### src/rtl/muldiv_unit_pkg.sv
// muldiv_unit_pkg: op encodings (match decoder ALU2Op) and FSM state type for the HI/LO muldiv unit
package muldiv_unit_pkg;
  localparam logic [1:0] MD_MULTU = 2'b00;
  localparam logic [1:0] MD_MULT  = 2'b01;
  localparam logic [1:0] MD_DIVU  = 2'b10;
  localparam logic [1:0] MD_DIV   = 2'b11;
  typedef enum logic [1:0] {IDLE, MUL, DIV} state_t;
endpackage

### src/rtl/muldiv_unit_div_iter.sv
// muldiv_unit_div_iter: WIDTH-cycle restoring divider on magnitudes; ports start/abort, dividend/divisor in, next-step quotient/remainder and last-iteration flag out
module muldiv_unit_div_iter #(
  parameter int WIDTH = 32
) (
  input  logic             clk,
  input  logic             rst,
  input  logic             start,
  input  logic             abort,
  input  logic [WIDTH-1:0] dividend,
  input  logic [WIDTH-1:0] divisor,
  output logic [WIDTH-1:0] quotient,
  output logic [WIDTH-1:0] remainder,
  output logic             last
);
  localparam int CW = $clog2(WIDTH);
  logic [WIDTH-1:0] rem, quo, dvs;
  logic [CW-1:0] cnt;
  logic active;
  logic [WIDTH:0] shifted, diff;
  logic ge;
  always_comb begin
    shifted = {rem, quo[WIDTH-1]};
    diff = shifted - {1'b0, dvs};
    ge = !diff[WIDTH];
    remainder = ge ? diff[WIDTH-1:0] : shifted[WIDTH-1:0];
    quotient = {quo[WIDTH-2:0], ge};
    last = active && cnt == CW'(WIDTH - 1);
  end
  always_ff @(posedge clk) begin
    if (rst) begin
      active <= 1'b0;
      rem <= '0;
      quo <= '0;
      dvs <= '0;
      cnt <= '0;
    end else if (start) begin
      active <= 1'b1;
      rem <= '0;
      quo <= dividend;
      dvs <= divisor;
      cnt <= '0;
    end else if (active) begin
      active <= !(abort || last);
      rem <= remainder;
      quo <= quotient;
      cnt <= cnt + 1'b1;
    end
  end
endmodule

### src/rtl/muldiv_unit.sv
// muldiv_unit: multi-cycle HI/LO multiply/divide (start/op/a/b issue, flush abort, MTHI/MTLO writes; busy/done/div_by_zero/hi/lo out)
module muldiv_unit
  import muldiv_unit_pkg::*;
#(
  parameter int WIDTH   = 32,
  parameter int MUL_LAT = 2
) (
  input  logic             clk,
  input  logic             rst,
  input  logic             start,
  input  logic [1:0]       op,
  input  logic [WIDTH-1:0] a,
  input  logic [WIDTH-1:0] b,
  input  logic             flush,
  input  logic             hi_we,
  input  logic             lo_we,
  input  logic [WIDTH-1:0] wdata,
  output logic             busy,
  output logic             done,
  output logic             div_by_zero,
  output logic [WIDTH-1:0] hi,
  output logic [WIDTH-1:0] lo
);
  localparam int CW = MUL_LAT > 2 ? $clog2(MUL_LAT) : 1;
  localparam int MC0 = MUL_LAT > 1 ? MUL_LAT - 2 : 0;
  state_t state, state_n;
  logic [WIDTH-1:0] ma, mb, mx, my, abs_a, abs_b, dv_q, dv_r;
  logic [2*WIDTH-1:0] ex, ey, prod;
  logic [CW-1:0] mcnt;
  logic msgn, xsgn, neg_q, neg_r, accept, dzero, mul_fin, div_fin, dv_last, dv_start;
  assign busy = state != IDLE;
  always_comb begin
    accept = start && state == IDLE && !flush;
    dzero = op[1] && b == '0;
    dv_start = accept && op[1] && !dzero;
    abs_a = (op == MD_DIV && a[WIDTH-1]) ? -a : a;
    abs_b = (op == MD_DIV && b[WIDTH-1]) ? -b : b;
    mx = MUL_LAT == 1 ? a : ma;
    my = MUL_LAT == 1 ? b : mb;
    xsgn = MUL_LAT == 1 ? op == MD_MULT : msgn;
    ex = {{WIDTH{xsgn & mx[WIDTH-1]}}, mx};
    ey = {{WIDTH{xsgn & my[WIDTH-1]}}, my};
    prod = ex * ey;
    mul_fin = MUL_LAT == 1 ? accept && !op[1] : state == MUL && mcnt == '0 && !flush;
    div_fin = state == DIV && dv_last && !flush;
    state_n = state == IDLE ? (dv_start ? DIV : (accept && !op[1] && MUL_LAT > 1) ? MUL : IDLE)
            : (flush || (state == MUL && mcnt == '0) || (state == DIV && dv_last)) ? IDLE : state;
  end
  muldiv_unit_div_iter #(.WIDTH(WIDTH)) u_div (
    .clk(clk),
    .rst(rst),
    .start(dv_start),
    .abort(flush),
    .dividend(abs_a),
    .divisor(abs_b),
    .quotient(dv_q),
    .remainder(dv_r),
    .last(dv_last)
  );
  always_ff @(posedge clk) begin
    if (rst) begin
      state <= IDLE;
      done <= 1'b0;
      div_by_zero <= 1'b0;
      hi <= '0;
      lo <= '0;
      ma <= '0;
      mb <= '0;
      msgn <= 1'b0;
      neg_q <= 1'b0;
      neg_r <= 1'b0;
      mcnt <= '0;
    end else begin
      state <= state_n;
      done <= mul_fin || div_fin || (accept && dzero);
      div_by_zero <= accept && dzero;
      if (accept) begin
        ma <= a;
        mb <= b;
        msgn <= op == MD_MULT;
        neg_q <= op == MD_DIV && (a[WIDTH-1] ^ b[WIDTH-1]);
        neg_r <= op == MD_DIV && a[WIDTH-1];
        mcnt <= CW'(MC0);
      end else if (state == MUL) mcnt <= mcnt - 1'b1;
      if (state == IDLE && hi_we) hi <= wdata;
      if (state == IDLE && lo_we) lo <= wdata;
      if (mul_fin) {hi, lo} <= prod;
      if (div_fin) begin
        lo <= neg_q ? -dv_q : dv_q;
        hi <= neg_r ? -dv_r : dv_r;
      end
    end
  end
endmodule

### config.mk
export PLATFORM = sky130hd
export DESIGN_NAME = muldiv_unit
export DESIGN_NICKNAME = d
export VERILOG_FILES = /design/src/rtl/muldiv_unit_pkg.sv /design/src/rtl/muldiv_unit_div_iter.sv /design/src/rtl/muldiv_unit.sv
export SDC_FILE = /design/constraint.sdc
export NUM_CORES = 2
export LEC_CHECK = 0
export CAP_MARGIN = 25
export CELL_PAD_IN_SITES_DETAIL_PLACEMENT = 1
export CELL_PAD_IN_SITES_GLOBAL_PLACEMENT = 1
export CORE_MARGIN = 4
export CORE_UTILIZATION = 43
export DETAILED_ROUTE_END_ITERATION = 12
export GPL_ROUTABILITY_DRIVEN = 0
export PLACE_DENSITY = 0.75
export SLEW_MARGIN = 10
export SYNTH_ARGS = -nofsm -noshare
export SYNTH_HDL_FRONTEND = slang
export SYNTH_SLANG_ARGS = --single-unit
### constraint.sdc
create_clock -name clk -period 13.5 [get_ports clk]
set_clock_uncertainty 0.1 [all_clocks]
set_input_delay 4.05 -clock clk [delete_from_list [all_inputs] [get_ports clk]]
set_output_delay 4.05 -clock clk [all_outputs]
set_load 0.01 [all_outputs]
# Word-level counts from Yosys, hierarchy flattened
# Index checks and enable logic that the tools add are counted.
# Widths: inputs -> output; s select.
totals:
  regBits: 238
  inputBits: 104
  out_inout_bits: 67
  wordCells: 88
classes:
  reduce_logical: 36
  bitwise_logic: 4
  n_eq_ne: 5
  n_mux: 19
  add_sub_neg: 7
  multipliers: 1
op_table:
  columns: ["operator", "n"]
  rows:
  - ["$mux 32", 13]
  - ["$neg 32->32", 4]
  - ["$mul 33x33->64", 1]
  - ["$sub 33x32->33", 1]
  - ["$logic_not 32->1", 1]
  - ["$logic_and 1x1->1", 17]
  - ["$mux 2", 3]
  - ["$reduce_bool 2->1", 3]
  - ["$reduce_bool 3->1", 2]
  - ["$add 5x1->5 const B", 1]
  - ["$eq 5x5->1 const B", 1]
  - ["$logic_not 1->1", 5]
  - ["$logic_or 1x1->1", 5]
  - ["$eq 2x1->1 const B", 2]
  - ["$eq 2x2->1 const B", 2]
  - ["$reduce_or 2->1", 2]
  - ["$mux 1", 3]
  - ["$and 1x1->1", 2]
  - ["$logic_not 2->1", 1]
  - ["$not 1->1", 1]
  - ["$sub 1x1->1 const B", 1]
  - ["$xor 1x1->1", 1]

# Logic depth before layout (Yosys ltp)
depth:
  ltp_word: 7
  depth_mapped: 33
  depth_no_buf: 30

# Hierarchy
# Synthesis repeated with hierarchy kept, for this count alone.
unflattened:
  cells_unflattened: 6147
  hier_area_um2: 52923.3
by_module_without_submodules:
  columns: ["mod", "instances", "seq_area_each_um2", "area_per_inst_um2", "cells_each"]
  rows:
  - ["muldiv_unit", 1, 2722.6, 46229.3, 5339]
  - ["muldiv_unit_div_iter", 1, 2042.0, 6693.9, 808]

# Least setup slack after synthesis
# No wires, ideal clock.
synth_timing:
  path_kind: "flip-flop to flip-flop"
  from: "register ma[31]"
  to: "register hi[27]"
  period_less_slack_ns: 8.735
  n_path_buf: 2
  arrival_ns: 8.531
  setup_ns: 0.103
  stages_incl_launch_ff: 33
  t_required_ns: 13.297
  slack_ns: 4.765
  cell_sequence: "dfxtp_1 -> clkbuf_1 -> and2_1 -> clkbuf_1 -> nand2_1 -> inv_1 -> fa_1 -> inv_1 -> fa_1 -> inv_1 -> fa_1 -> fa_1 -> inv_1 -> fa_1 -> inv_1 -> fa_1 -> inv_1 -> fa_1 -> fa_1 -> inv_1 -> ha_1 -> a21oi_1 -> inv_1 -> a211oi_1 -> o22ai_1 -> nor4_1 -> nor2_1 -> a221oi_2 -> a21oi_1 -> or3_1 -> a31oi_1 -> a221oi_1 -> a2111oi_2"
synth_via:
  elab_chain_len: 4
synth_lines:
  columns: ["element", "line_no", "rtl"]
  rows:
  - ["from (decl)", "muldiv_unit.sv:27", "logic [WIDTH-1:0] ma, mb, mx, my, abs_a, abs_b, dv_q, dv_r;"]
  - ["from (signal assigned)", "muldiv_unit.sv:67", "ma <= '0;"]
  - ["from (signal assigned)", "muldiv_unit.sv:78", "ma <= a;"]
  - ["$and 1x1->1", "muldiv_unit.sv:41", "ex = {{WIDTH{xsgn & mx[WIDTH-1]}}, mx};"]
  - ["$mul 33x33->64 (*)", "muldiv_unit.sv:43", "prod = ex * ey;"]
  - ["$mux 32 (*)", "muldiv_unit.sv:87", "if (mul_fin) {hi, lo} <= prod;"]
  - ["$mux 32 (*)", "muldiv_unit.sv:88", "if (div_fin) begin"]
  - ["to (signal assigned)", "muldiv_unit.sv:85", "if (state == IDLE && hi_we) hi <= wdata;"]
  - ["to (signal assigned)", "muldiv_unit.sv:87", null]
  - ["to (signal assigned)", "muldiv_unit.sv:90", "hi <= neg_r ? -dv_r : dv_r;"]
  - ["to (decl)", "muldiv_unit.sv:21", "output logic [WIDTH-1:0] hi,"]
# Mark *: on every way between the ends. The rest lies on a longest branch, timed or not.
# A chain may end at the register's enable or synchronous reset.

# Worst setup path after layout
layout_timing:
  from: "register msgn"
  to: "register hi[27]"
layout_via:
  elab_chain_len: 4
layout_lines:
  columns: ["element", "line_no", "rtl"]
  rows:
  - ["from (decl)", "muldiv_unit.sv:30", "logic msgn, xsgn, neg_q, neg_r, accept, dzero, mul_fin, div_fin, dv_last, dv_start;"]
  - ["from (signal assigned)", "muldiv_unit.sv:69", "msgn <= 1'b0;"]
  - ["from (signal assigned)", "muldiv_unit.sv:80", "msgn <= op == MD_MULT;"]
  - ["$and 1x1->1 (on tied branches)", "muldiv_unit.sv:41, muldiv_unit.sv:42", null]
  - ["$mul 33x33->64 (*)", "muldiv_unit.sv:43", null]
  - ["$mux 32 (*)", "muldiv_unit.sv:87", null]
  - ["$mux 32 (*)", "muldiv_unit.sv:88", null]
# Marks and branches as above.

==> results.py <==
metrics = {
    "status": {
        "status": "finished, final reports clean",
    },
    "setup_path": {
        "rr_startpoint": "msgn",
        "required_ps": 13900,
        "r2r_slack_ps": 3410,
        "crit_slowest_cell": "fa_1",
        "cpPeakStageDelay_ps": 850,
        "crit_type": "flip-flop to flip-flop",
        "rr_endpoint": "hi[27]",
        "worst_ep_arrival_time_ps": 10500,
        "reg2reg_depth": 31,
        "crit_path_max_fanout": 22,
        "crit_path_end_kind": "flip-flop",
        "startpoint_type": "flip-flop",
    },
    "synthesis": {
        "syn_area_mm2": 0.0527,
        "yosys_warnings": 0,
        "ys_seq_area_share_pct": 9.03,
        "avgSynthCellArea_um2": 8.58,
        "synth_nets": 7624,
        "syn-instance-count": 6144,
        "async_flop_share_pct": 0,
        "dominantRegCellSynth": "dfxtp_1",
        "synth_enable_flop_cells": 0,
        "ys_seq_elements": 238,
        "synth_cell_types": 94,
    },
    "grt": {
        "antenna_found_initial": 17,
        "grt-ovfl-total": 0,
        "grt_first_pass_wirelength_um": 279000,
        "grt_pass1_vias": 47500,
        "grtUsageTotal_pct": 28.0,
        "grt_max_degree": 82,
    },
    "run": {
        "drv_cap": 0,
    },
    "floorplan": {
        "fp-row-count": 128,
        "core_mm2": 0.122,
        "die_h_um": 358,
        "dieArea_mm2": 0.128,
        "ioPinCount": 171,
        "die_width_um": 358,
        "start_util_pct": 43.3,
    },
    "cells_and_area": {
        "final_nets": 7546,
        "stdcell_count": 7722,
        "area_growth_syn_to_layout_pct": 7.51,
        "layout_common_cells": "inv_1 (1,178), fa_1 (1,126), nand2_1 (1,037), and2_1 (353), nor2_1 (276)",
        "fin_area_mm2": 0.0567,
        "n_fill_cell": 14400,
        "final-seq-area_mm2": 0.00478,
        "multiInputGateArea_mm2": 0.0422,
        "drive_gt1_share_pct": 3.30,
        "layout_commonest_cell": "inv_1",
    },
    "pwr": {
        "p_leak_nw": 26.3,
        "peakVddDrop_uv": 88.9,
        "powerDensity_mw_per_mm2": 50.2,
    },
    "min_path": {
        "worstHoldPathCells": 2,
        "min_to": "lo[10]",
        "hold_class": "flip-flop to flip-flop",
        "min-delay-start": "lo[10]",
    },
    "clock_tree": {
        "cts.sinks": 238,
        "cts-hold-fix-buffers": 0,
        "numCtsBuffers": 27,
        "root_buffer": "clkbuf_16",
        "htreeDepth": 1,
        "cts_setup_buffers": 0,
        "cts_tree": "built",
        "cts-resized-gates": 0,
        "clk_path_buf_depth": 3,
        "path_clk_slew_ps": 70,
        "clk_latency_ps": 620,
    },
    "route": {
        "drcViolationCount": 0,
        "vias_per_cell": 5.55,
        "drt_iter0_drc": 2851,
        "num_vias": 42900,
        "wire_per_inst_um": 23.0,
        "dr.pass1.iters": 6,
        "drt.antenna.violating_nets": 0,
        "routed_wl_um": 178000,
    },
    "placement": {
        "post-dp-hpwl_um": 144000,
        "dpl-instance-area_mm2": 0.0558,
        "io_buffers": 170,
        "place_inst": 7659,
    },
    "sta": {
        "setup_viol": 0,
        "tightest_slew_ps": 1030,
        "period_needed_ps": 10090,
        "hold_viol": 0,
        "fin_crit_sh_pct": 74.8,
        "rsz0062_at_grt": "no",
        "timing.fmax_ghz": 0.0991,
        "fin_setup_tns_ps": 0,
        "holdWs_ps": 359,
        "slew_headroom_pct": 31.5,
        "timing.final.max_slew_violations": 0,
    },
}
## critical path, delay by kind of cell, from the launching register on
family	cells	cell delay (ps)
AND/OR/NAND/NOR	5	1640
adder cells (fa/ha/maj)	9	4610
buffers and inverters	9	1430
AO/OA/AOI/OAI	8	1880
flip-flops	1	310
## flip-flops by register name, indices dropped and copies added, names as in the netlist, 2 cells and up
name	count
state	2
hi	32
ma	32
u_div.quo	32
lo	32
u_div.dvs	32
mb	32
u_div.rem	32
u_div.cnt	5
## worst max-delay path by stage
stage / from / endpoint / depth (start not counted) / slack (ps)
floorplan: ma[31] / hi[27] / 32 / 4770
global placement: msgn / hi[27] / 31 / 3790
detailed placement: msgn / hi[27] / 31 / 3580
CTS: msgn / hi[27] / 31 / 3520
global route: msgn / hi[27] / 31 / 2790
finish: msgn / hi[27] / 31 / 3410
## where the power goes
| group | total (mW) | internal (mW) | switching, mW |
|---|---|---|---|
| clock network | 0.765 | 0.390 | 0.375 |
| logic | 1.29 | 0.440 | 0.850 |
| registers | 0.791 | 0.742 | 0.0498 |
## cell usage after synthesis (all sizes together) (12+ instances only)
cell type | number | area [um2]
inv | 1179 | 4430
fa | 1126 | 22500
nand2 | 1038 | 3900
and2 | 354 | 2210
clkbuf | 343 | 1290
nor2 | 277 | 1050
ha | 250 | 3130
a21oi | 247 | 1240
dfxtp | 238 | 4760
a211oi | 124 | 936
xnor2 | 122 | 1070
o21ai | 112 | 568
xor2 | 89 | 780
mux2i | 61 | 611
nor3 | 53 | 265
o211ai | 51 | 393
a21o | 46 | 345
and3 | 38 | 238
nand3 | 32 | 165
a31oi | 28 | 175
buf | 26 | 133
o31ai | 23 | 178
or3 | 21 | 136
nand2b | 20 | 128
o21a | 19 | 143
a2111oi | 18 | 183
nand4 | 15 | 93.8
or4 | 15 | 120
nor3b | 14 | 105
o41ai | 14 | 130
or2 | 14 | 87.6
nor4 | 12 | 105
## per-stage QoR
step / total power, mW / util, % / worst slack, ps
6_report: 2.85 / 46.5 / 3410
2_1_floorplan: 1.59 / - / 4770
3_5_place_dp: 2.07 / 45.8 / 3580
5_1_grt: 2.99 / 46.5 / 2790
3_3_place_gp: 2.04 / 45.8 / 3790
4_1_cts: 2.85 / 46.5 / 3520
## per-layer routing
metal	vias to the layer above	global-route usage, %	wire length (um)	share of wire, %
met2	1134	49.0	89200	50
met1	22800	36.3	73400	41
li1	18600	-	-	-
met5	-	0	37	0.021
met3	321	2.74	8130	4.6
met4	6	10.0	7060	4.0
## cell type report
cell class	instances	share of cell area [%]
diodes	13	0.0574
clock buffers	36	1.30
clock inverters	11	0.174
inverters	1179	7.81
multi-input cells	4358	74.4
flip-flops and latches	238	8.42
well taps	1625	3.59
repair buffers	262	4.27
## cells by family (layout without fill, tap and decap cells)
kind of cell,after synthesis,in the layout,share of synthesized area (%)
AND/OR/NAND/NOR,1937,1937,16.8
multiplexers,63,63,1.20
adder cells (fa/ha/maj),1376,1376,48.7
AO/OA/AOI/OAI,771,771,9.68
buffers and inverters,1548,1488,11.1
flip-flops,238,238,9.03
other,0,13,0
XOR/XNOR,211,211,3.50
Power figures use the tool's default switching activity.
